## config.mk

```make
export PLATFORM = sky130hd
export DESIGN_NAME = rram_host_seq
export DESIGN_NICKNAME = d
export VERILOG_FILES = /design/src/rtl/rram_pkg.sv /design/src/rtl/rram_nib_strobe.sv /design/src/rtl/rram_host_seq.sv
export SDC_FILE = /design/constraint.sdc
export NUM_CORES = 1
export LEC_CHECK = 0
export BUFFER_PORTS_ARGS = -buffer_cell sky130_fd_sc_hd__buf_2
export CAP_MARGIN = 20
export CORE_MARGIN = 4
export CORE_UTILIZATION = 40
export DETAILED_ROUTE_END_ITERATION = 10
export GPL_TIMING_DRIVEN = 0
export PLACE_DENSITY = 0.55
export RECOVER_POWER = 100
export SYNTH_ARGS = -nofsm -noshare
export SYNTH_HDL_FRONTEND = slang
export SYNTH_SLANG_ARGS = --single-unit
```

## constraint.sdc

```tcl
create_clock -name clk -period 5.65 [get_ports clk]
set_input_delay 0.2825 -clock clk [delete_from_list [all_inputs] [get_ports clk]]
set_output_delay 0.2825 -clock clk [all_outputs]
set_load 0.005 [all_outputs]
```

## src/rtl/rram_pkg.sv

```systemverilog
// Shared types and constants for the RRAM host sequencer: op codes, FSM states
// and the latched request payload.
package rram_pkg;

  typedef enum logic [1:0] {
    OP_CMD_ONLY = 2'd0,
    OP_WRITE    = 2'd1,
    OP_READ     = 2'd2,
    OP_RSVD     = 2'd3
  } op_e;

  typedef enum logic [3:0] {
    ST_IDLE    = 4'd0,
    ST_CE_SU   = 4'd1,
    ST_CMD0    = 4'd2,
    ST_ADDR    = 4'd3,
    ST_WDATA   = 4'd4,
    ST_RDATA   = 4'd5,
    ST_CMD1    = 4'd6,
    ST_WAIT_RB = 4'd7,
    ST_DONE    = 4'd8
  } state_e;

  localparam logic [3:0] CMD_FORM0 = 4'b0111;
  localparam logic [3:0] CMD_FORM1 = 4'b0110;

  typedef struct packed {
    op_e        op;
    logic [3:0] cmd0;
    logic [3:0] cmd1;
    logic       has_cmd1;
    logic       wdata;
  } req_t;

  // Reserved op behaves like CMD_ONLY, so only WRITE and READ carry an address.
  function automatic logic op_has_addr(input op_e op);
    return (op == OP_WRITE) || (op == OP_READ);
  endfunction

endpackage

```

## src/rtl/rram_nib_strobe.sv

```systemverilog
// One nibble cycle: SETUP_CYC cycles WE low, one cycle WE high, HOLD_CYC cycles WE low.
// start_c in the cycle before the nibble cycle aligns cnt_q/we with its first cycle.
module rram_nib_strobe #(
  parameter int unsigned SETUP_CYC = 1,
  parameter int unsigned HOLD_CYC  = 1
) (
  input  logic clk,
  input  logic rst,
  input  logic start_c,
  output logic we,
  output logic done_c
);

  localparam int unsigned LEN = SETUP_CYC + 1 + HOLD_CYC;
  localparam int unsigned CW  = $clog2(LEN + 1);

  logic [CW-1:0] cnt_q, cnt_d;
  logic          active_q, active_d;
  logic          we_q, we_d;

  always_comb begin
    cnt_d    = cnt_q;
    active_d = active_q;
    done_c   = active_q && (cnt_q == CW'(LEN - 1));
    if (start_c) begin
      cnt_d    = '0;
      active_d = 1'b1;
    end else if (active_q) begin
      if (done_c) begin
        cnt_d    = '0;
        active_d = 1'b0;
      end else begin
        cnt_d = cnt_q + CW'(1);
      end
    end
    we_d = active_d && (cnt_d == CW'(SETUP_CYC));
  end

  always_ff @(posedge clk) begin
    if (rst) begin
      cnt_q    <= '0;
      active_q <= 1'b0;
      we_q     <= 1'b0;
    end else begin
      cnt_q    <= cnt_d;
      active_q <= active_d;
      we_q     <= we_d;
    end
  end

  assign we = we_q;

endmodule

```

## src/rtl/rram_host_seq.sv

```systemverilog
// Host-side RRAM command sequencer: latches a request, then walks CE/CMD0/ADDR/DATA/CMD1
// and waits for RB. Pin registers are loaded from the next state so they line up with state_q.
module rram_host_seq
  import rram_pkg::*;
#(
  parameter int unsigned SETUP_CYC  = 1,
  parameter int unsigned HOLD_CYC   = 1,
  parameter int unsigned RB_TIMEOUT = 8192,
  parameter int unsigned ADDR_NIB   = 4
) (
  input  logic                  clk,
  input  logic                  rst,
  input  logic                  req_valid,
  output logic                  req_ready,
  input  logic [1:0]            req_op,
  input  logic [3:0]            req_cmd0,
  input  logic [3:0]            req_cmd1,
  input  logic                  req_has_cmd1,
  input  logic [4*ADDR_NIB-1:0] req_addr,
  input  logic                  req_wdata,
  output logic                  rsp_valid,
  output logic                  rsp_rdata,
  output logic                  rsp_timeout,
  output logic                  CE,
  output logic                  CLE,
  output logic                  ALE,
  output logic                  WE,
  output logic                  RE,
  output logic [3:0]            io_out,
  output logic                  io_oe,
  output logic                  din_out,
  output logic                  din_oe,
  input  logic                  din_in,
  input  logic                  RB
);

  localparam int unsigned CNT_MAX = (RB_TIMEOUT > SETUP_CYC + 1) ? RB_TIMEOUT : SETUP_CYC + 1;
  localparam int unsigned CW      = $clog2(CNT_MAX + 1);
  localparam int unsigned NW      = $clog2(ADDR_NIB + 1);
  localparam int unsigned AW      = 4 * ADDR_NIB;

  state_e        state_q, state_d;
  logic [CW-1:0] cnt_q, cnt_d;
  logic [NW-1:0] nib_q, nib_d;
  req_t          req_q, req_d;
  logic [AW-1:0] addr_q, addr_d;
  logic          rdata_q, rdata_d;
  logic          timeout_q, timeout_d;

  logic          req_ready_q, req_ready_d;
  logic          rsp_valid_q, rsp_valid_d;
  logic          ce_q, ce_d;
  logic          cle_q, cle_d;
  logic          ale_q, ale_d;
  logic          re_q, re_d;
  logic [3:0]    io_out_q, io_out_d;
  logic          io_oe_q, io_oe_d;
  logic          din_out_q, din_out_d;
  logic          din_oe_q, din_oe_d;

  logic          start_c;
  logic          nib_done_c;
  logic          post_data_c;
  logic          nib_we;

  rram_nib_strobe #(
    .SETUP_CYC (SETUP_CYC),
    .HOLD_CYC  (HOLD_CYC)
  ) u_strobe (
    .clk     (clk),
    .rst     (rst),
    .start_c (start_c),
    .we      (nib_we),
    .done_c  (nib_done_c)
  );

  // Next-state logic
  always_comb begin
    state_d     = state_q;
    cnt_d       = cnt_q;
    nib_d       = nib_q;
    req_d       = req_q;
    addr_d      = addr_q;
    rdata_d     = rdata_q;
    timeout_d   = timeout_q;
    start_c     = 1'b0;
    post_data_c = 1'b0;

    unique case (state_q)
      ST_IDLE: begin
        if (req_valid && req_ready_q) begin
          state_d        = ST_CE_SU;
          req_d.op       = op_e'(req_op);
          req_d.cmd0     = req_cmd0;
          req_d.cmd1     = req_cmd1;
          req_d.has_cmd1 = req_has_cmd1;
          req_d.wdata    = req_wdata;
          addr_d         = req_addr;
          rdata_d        = 1'b0;
          timeout_d      = 1'b0;
        end
      end
      ST_CE_SU: begin
        state_d = ST_CMD0;
        start_c = 1'b1;
      end
      ST_CMD0: begin
        if (nib_done_c) begin
          if (op_has_addr(req_q.op)) begin
            state_d = ST_ADDR;
            nib_d   = '0;
            start_c = 1'b1;
          end else begin
            post_data_c = 1'b1;
          end
        end
      end
      ST_ADDR: begin
        if (nib_done_c) begin
          if (nib_q == NW'(ADDR_NIB - 1)) begin
            nib_d = '0;
            if (req_q.op == OP_WRITE) begin
              state_d = ST_WDATA;
              start_c = 1'b1;
            end else begin
              state_d = ST_RDATA;
              cnt_d   = '0;
            end
          end else begin
            nib_d   = nib_q + NW'(1);
            start_c = 1'b1;
          end
        end
      end
      ST_WDATA: begin
        if (nib_done_c) post_data_c = 1'b1;
      end
      ST_RDATA: begin
        // Last RE-high cycle: capture the device's bit.
        if (cnt_q == CW'(SETUP_CYC)) begin
          rdata_d     = din_in;
          cnt_d       = '0;
          post_data_c = 1'b1;
        end else begin
          cnt_d = cnt_q + CW'(1);
        end
      end
      ST_CMD1: begin
        if (nib_done_c) begin
          state_d = ST_WAIT_RB;
          cnt_d   = '0;
        end
      end
      ST_WAIT_RB: begin
        if (RB) begin
          state_d   = ST_DONE;
          timeout_d = 1'b0;
          cnt_d     = '0;
        end else if (cnt_q == CW'(RB_TIMEOUT - 1)) begin
          state_d   = ST_DONE;
          timeout_d = 1'b1;
          cnt_d     = '0;
        end else begin
          cnt_d = cnt_q + CW'(1);
        end
      end
      ST_DONE: state_d = ST_IDLE;
      default: state_d = ST_IDLE;
    endcase

    if (post_data_c) begin
      if (req_q.has_cmd1) begin
        state_d = ST_CMD1;
        start_c = 1'b1;
      end else begin
        state_d = ST_WAIT_RB;
        cnt_d   = '0;
      end
    end

    // Pin values for the cycle in which state_d becomes current
    req_ready_d = (state_d == ST_IDLE);
    rsp_valid_d = (state_d == ST_DONE);
    ce_d        = (state_d == ST_IDLE) || (state_d == ST_DONE);
    cle_d       = (state_d == ST_CMD0) || (state_d == ST_CMD1);
    ale_d       = (state_d == ST_ADDR);
    re_d        = (state_d == ST_RDATA);
    io_oe_d     = cle_d || ale_d;
    din_oe_d    = (state_d == ST_WDATA);
    din_out_d   = din_oe_d && req_q.wdata;
    unique case (state_d)
      ST_CMD0: io_out_d = req_q.cmd0;
      ST_CMD1: io_out_d = req_q.cmd1;
      ST_ADDR: io_out_d = 4'(addr_q >> (4 * nib_d));
      default: io_out_d = 4'h0;
    endcase
  end

  always_ff @(posedge clk) begin
    if (rst) begin
      state_q     <= ST_IDLE;
      cnt_q       <= '0;
      nib_q       <= '0;
      req_q       <= '0;
      addr_q      <= '0;
      rdata_q     <= 1'b0;
      timeout_q   <= 1'b0;
      req_ready_q <= 1'b1;
      rsp_valid_q <= 1'b0;
      ce_q        <= 1'b1;
      cle_q       <= 1'b0;
      ale_q       <= 1'b0;
      re_q        <= 1'b0;
      io_out_q    <= 4'h0;
      io_oe_q     <= 1'b0;
      din_out_q   <= 1'b0;
      din_oe_q    <= 1'b0;
    end else begin
      state_q     <= state_d;
      cnt_q       <= cnt_d;
      nib_q       <= nib_d;
      req_q       <= req_d;
      addr_q      <= addr_d;
      rdata_q     <= rdata_d;
      timeout_q   <= timeout_d;
      req_ready_q <= req_ready_d;
      rsp_valid_q <= rsp_valid_d;
      ce_q        <= ce_d;
      cle_q       <= cle_d;
      ale_q       <= ale_d;
      re_q        <= re_d;
      io_out_q    <= io_out_d;
      io_oe_q     <= io_oe_d;
      din_out_q   <= din_out_d;
      din_oe_q    <= din_oe_d;
    end
  end

  assign req_ready   = req_ready_q;
  assign rsp_valid   = rsp_valid_q;
  assign rsp_rdata   = rdata_q;
  assign rsp_timeout = timeout_q;
  assign CE          = ce_q;
  assign CLE         = cle_q;
  assign ALE         = ale_q;
  assign WE          = nib_we;
  assign RE          = re_q;
  assign io_out      = io_out_q;
  assign io_oe       = io_oe_q;
  assign din_out     = din_out_q;
  assign din_oe      = din_oe_q;

endmodule
```

; ---- Yosys cells after proc, flatten, opt, wreduce, memory -nomap -nowiden
; Cells that the tools add are included.
[word_totals]
register_bits = 68
latch_bits = 0
mem_bits_rw = 0
mem_bits_ro = 0
wordCells = 120
mem_count = 0
[op_classes]
add_sub_neg = 3
n_mul = 0
div_mod_pow = 0
magnitude_cmp = 0
eq_ne = 23
shifts = 1
muxes = 53
n_bitwise = 0
reduce_logical = 16
[op_table]
columns = op, n
row1 = $mux 14, 9
row2 = $pmux 14 s4, 1
row3 = $mux 4, 9
row4 = $eq 4x3->1 const B, 7
row5 = $pmux 4 s7, 1
row6 = $mux 1, 20
row7 = $eq 4x2->1 const B, 4
row8 = $shr 16x5->4, 1
row9 = $add 14x1->14 const B, 1
row10 = $eq 14x1->1 const B, 1
row11 = $eq 14x13->1 const B, 1
row12 = $mux 3, 4
row13 = $pmux 4 s3, 1
row14 = $logic_not 4->1, 2
row15 = $mux 2, 3
row16 = $pmux 1 s3, 2
row17 = $pmux 3 s2, 1
row18 = $reduce_and 3->1, 2
row19 = $eq 2x1->1 const B, 2
row20 = $eq 2x2->1 const B, 2
row21 = $eq 4x1->1 const B, 1
row22 = $eq 4x4->1 const B, 1
row23 = $logic_and 1x1->1, 4
row24 = $logic_or 1x1->1, 4
row25 = other kinds (9), 12

; ---- Logic depth before layout (Yosys ltp)
[depth]
ltp_word = 10
ltp_mapped = 9
mapped_depth_nobuf = 8

; ---- By module
; Synthesis repeated with hierarchy kept, for this count alone.
[unflattened]
cells_unflattened = 386
area_unflattened_um2 = 3185.6
[modules_own_cells]
columns = module, instances, cells_per_inst, area_per_inst_um2, seq_area_each_um2
row1 = rram_host_seq, 1, 370, 3025.4, 1281.2
row2 = rram_nib_strobe, 1, 16, 160.2, 80.1

; ---- Least setup slack after synthesis
; Ideal clock, no wire load.
[synth_timing]
path_type = flip-flop to flip-flop
from = register cnt_q[0]
to = register io_out_q[3], in the netlist io_out[3]
setup_ps = 147
arrival_ps = 2072
required_ps = 5503
setup_slack_ps = 3431
stages_incl_launch_ff = 8
path_buffers = 0
period_less_slack_ps = 2219
path_cell_list = dfxtp_1 > ha_1 > nand3_2 > or4_4 > nand2_4 > nand3b_4 > a2111oi_0 > a2111oi_2
[synth_between]
elab_chain_cells = 7
word_cells_on_any_way = 12
[synth_lines]
columns = item, line_no
row1 = from (decl), rram_host_seq.sv:43  ; logic [CW-1:0] cnt_q, cnt_d;
row2 = from (signal assigned), rram_host_seq.sv:220  ; cnt_q <= cnt_d;
row3 = $eq 14x13->1, rram_host_seq.sv:159  ; end else if (cnt_q == CW'(RB_TIMEOUT - 1)) begin
row4 = $mux 4, rram_host_seq.sv:159
row5 = $mux 4, rram_host_seq.sv:155  ; if (RB) begin
row6 = $pmux 4 s7, rram_host_seq.sv:89  ; unique case (state_q)
row7 = $mux 4 *, rram_host_seq.sv:171  ; if (post_data_c) begin
row8 = $eq 4x2->1 / $eq 4x3->1 (equally long branches), rram_host_seq.sv:191  ; unique case (state_d)
row9 = $pmux 4 s3 *, rram_host_seq.sv:191
row10 = to (signal assigned), rram_host_seq.sv:232  ; io_out_q <= io_out_d;
row11 = to (decl), rram_host_seq.sv:56  ; logic [3:0] io_out_q, io_out_d;
; Mark *: on every way between the ends. The rest lies on a longest branch, timed or not.
; A chain may end at the register's enable or synchronous reset.

; ---- Worst setup path in the final report
[layout_timing]
from = register state_q[1]
to = register io_out_q[2], in the netlist io_out[2]
[layout_between]
elab_chain_cells = 6
word_cells_on_any_way = 26
[layout_lines]
columns = item, line_no
row1 = from (decl), rram_host_seq.sv:42  ; state_e state_q, state_d;
row2 = from (signal assigned), rram_host_seq.sv:219  ; state_q <= state_d;
row3 = "$eq 4x3->1, or another cell as far along", rram_host_seq.sv:89
row4 = "$reduce_or 2->1 (no source line), or another cell as far along", n/a
row5 = $pmux 4 s7, rram_host_seq.sv:89
row6 = $mux 4, rram_host_seq.sv:171
row7 = $eq 4x2->1 / $eq 4x3->1 (equally long branches), rram_host_seq.sv:191
row8 = $pmux 4 s3 *, rram_host_seq.sv:191
; Marked as above.

==> impl_metrics.tcl <==
set metrics [dict create \
    ff2ff_setup_slack_ns 2.30 \
    synth_xor_area_share_pct 0 \
    crit_chain "clkbuf_1 > nand2_1 > nor3_1 > nand2_4 > a311oi_1 > a2111oi_0 > a2111oi_0" \
    synth_flop_cell "dfxtp_1" \
    cap_violations 0 \
    layout_common_cells "nand2_1 (75), dfxtp_1 (68), a21oi_1 (48)" \
    worstMarginPinSlew_ns 1.441 \
    start_util_pct 40.92 \
    critical_path.endpoint_type "register" \
    crit_family "compound AO/OA/AOI/OAI gates" \
    drtAntennaViolNets 0 \
    synth.distinct_cells 69 \
    ys_seq_elements 68 \
    ir_drop_uv 136.8 \
    num-nets-final 499 \
    cp_common_cell "a2111oi_0" \
    antennaDiodeCount 0 \
    synth_edf_count 0 \
    grt_overflow 0 \
    post-route-util_pct 46.69 \
    layout_commonest_cell "nand2_1" \
    core_area_um2 8175 \
    numCtsBuffers 9 \
    r2r-start "state_q[1]" \
    status "finished, final reports clean" \
    wirelength_mm 8.491 \
    ys_async_sr_fraction_pct 0 \
    grt_use_total_pct 18.20 \
    clockBufferDepth 2 \
    slowest_delay_ns 0.90 \
    critPathSlowestCell "a311oi_1" \
    cp.arrival_ns 3.56 \
    dpl_cell_area_um2 3717 \
    final_layout_size_suffix_gt1_share_pct 18.03 \
    grt_max_degree 12 \
    postCtsResizedCells 0 \
    holdPathEnd "addr_q[4]" \
    wl_per_cell_um 14.87 \
    clk_latency_ns 0.35 \
    min_path_type "in2reg" \
    synth-compound-area-share_pct 21.65 \
    syn_area_um2 3346 \
    cts_setup_buffers 0 \
    start_kind "register" \
    die_area_um2 9891 \
    synth_warnings 0 \
    hold_depth 3 \
    clk_pin_slew_ns 0.08 \
    gp_congestion 0.8258 \
    slew_headroom_pct 3.171 \
    rows 33 \
    whs_ns 0.1676 \
    ctsHtreeMaxLevel 3 \
    fin_crit_ns 3.354 \
    crit_buf_inv 1 \
    cp-startpoint "state_q[1]" \
    postCtsHoldBufs 0 \
    r2r_end "io_out[2]" \
    clock-sinks 68 \
    drcViolationCount 0 \
    drv_slew 0 \
    first_pass_iters 5 \
    antenna_found_initial 0 \
    num_io_pins 49 \
    setup_viol 0 \
    rsz0062_at_grt "no" \
    r2r_cells 7 \
    drt-vias-per-instance 5.363 \
    numPortBuffers 48 \
    final.setup.tns_ns 0 \
    fp.dieW_um 99.46 \
    path_class "reg2reg" \
    grt_pass1_wl_mm 14.40 \
    powerDensity_nw_per_um2 274.0 \
    ys_seq_area_share_pct 40.69 \
    drt-initial-drc-count 101 \
    final_cell_area_um2 3817 \
    skew_ns 0.01295 \
    min_period_over_period_pct 59.37 \
    vias 3062 \
    synth_top_family_by_area "simple AND/OR/NAND/NOR gates" \
    fmax_mhz 298.1 \
    synth_fa_ha_area_share_pct 1.496 \
    cts_root_buf "clkbuf_8" \
    dp_hpwl_mm 6.344 \
    postSynthNetCount 440 \
    leakagePower_nw 1.418 \
    syn_inst 403 \
    grt_pass1_vias 2918 \
    synthSimpleGateAreaFrac_pct 32.42 \
    finalHoldViolCount 0 \
    hold_start "req_addr[4]" \
    crit_fanout 10 \
    finalPower_w 0.001046 \
    required_ns 5.86 \
    cts_tree "built" \
    die-height_um 99.46 \
    avgSynthCellArea_um2 8.302 \
    syn_to_final_growth_pct 14.10 \
    synth_mux_area_share_pct 0.3366 \
]
[metrics by stage]
stage	setup slack (ns)	cells
global route	1.812	571
CTS	3.006	571
floorplan	3.431	403
detailed placement	3.028	556
finish	2.296	571
global placement	3.018	556
[Yosys cell counts (all sizes together) (2+ instances only)]
cell type / count / area share, %
clkbuf: 12 / 1.3
or3: 4 / 0.75
a31oi: 6 / 1.6
ha: 4 / 1.5
nor4: 3 / 0.56
nor2b: 3 / 0.56
o21ai: 15 / 2.2
nand3: 8 / 1.3
a21oi: 48 / 7.2
nor3: 7 / 1.5
a221oi: 4 / 1.2
and2: 11 / 2.1
nand4: 4 / 0.93
and3b: 2 / 0.52
buf: 9 / 1.5
nor4b: 2 / 0.71
nand2: 77 / 9.1
a311o: 4 / 1.2
or2: 6 / 1.1
or3b: 6 / 1.6
and3: 5 / 0.97
nor2: 35 / 4.2
a22oi: 2 / 0.60
dfxtp: 68 / 41
a211oi: 2 / 0.45
o211ai: 5 / 1.1
a2111oi: 9 / 2.8
inv: 5 / 0.56
nand2b: 9 / 1.9
nand3b: 4 / 1.3
or4: 4 / 1.0
nor3b: 5 / 1.1
[worst reg2reg max path: cells and delay by family (launching register included)]
kind / cells / cell delay, ns
AOI/OAI and AO/OA: 3 / 1.52
buffers and inverters: 1 / 0.36
DFF: 1 / 0.33
and+or+nand+nor: 3 / 1.02
[flip-flops by register name, indices dropped and copies added (netlist names), 2 cells and up]
name            cells
req_q              12
io_out              4
state_q             4
cnt_q              14
addr_q             16
nib_q               3
u_strobe.cnt_q      2
[layer usage]
layer	part of all wire [%]	GRT usage, %	up-vias
met2	48	29.24	68
met5	0	0	-
met4	0.88	5.567	0
met1	47	24.57	1421
met3	4.3	3.857	8
li1	-	-	1565
[final cells by class]
cell class | count | area (um^2)
plain buffers | 21 | 88.84
clock buffers | 11 | 141.4
clock inverters | 4 | 50.05
fillers | 866 | 4358
inverters | 5 | 18.77
multi-input cells | 309 | 1795
flip-flops and latches | 68 | 1361
well taps | 105 | 131.4
repair buffers | 48 | 230.2
[worst max-delay path by stage]
stage                     end  slack, ns  depth (start not counted)
detailed placement  io_out[2]       3.03                          7
CTS                 io_out[2]       3.01                          7
finish              io_out[2]       2.30                          7
floorplan           io_out[3]       3.43                          7
global route        io_out[1]       1.81                          7
global placement    io_out[2]       3.02                          7
[cells by family (layout without fill, tap and decap cells)]
family	after synthesis	in the layout
flops	68	68
buf+inv	26	89
compound gates	105	105
fa+ha+maj	4	4
mux	1	1
simple gates	199	199
[where the power goes]
part | total, W | internal [W] | switching, W | leakage, nW
clock | 0.000399 | 0.000213 | 0.000186 | 0.0914
sequential | 0.000520 | 0.000504 | 0.0000154 | 0.553
combinational | 0.000127 | 0.0000489 | 0.0000781 | 0.774
Power figures use the tool's default switching activity.
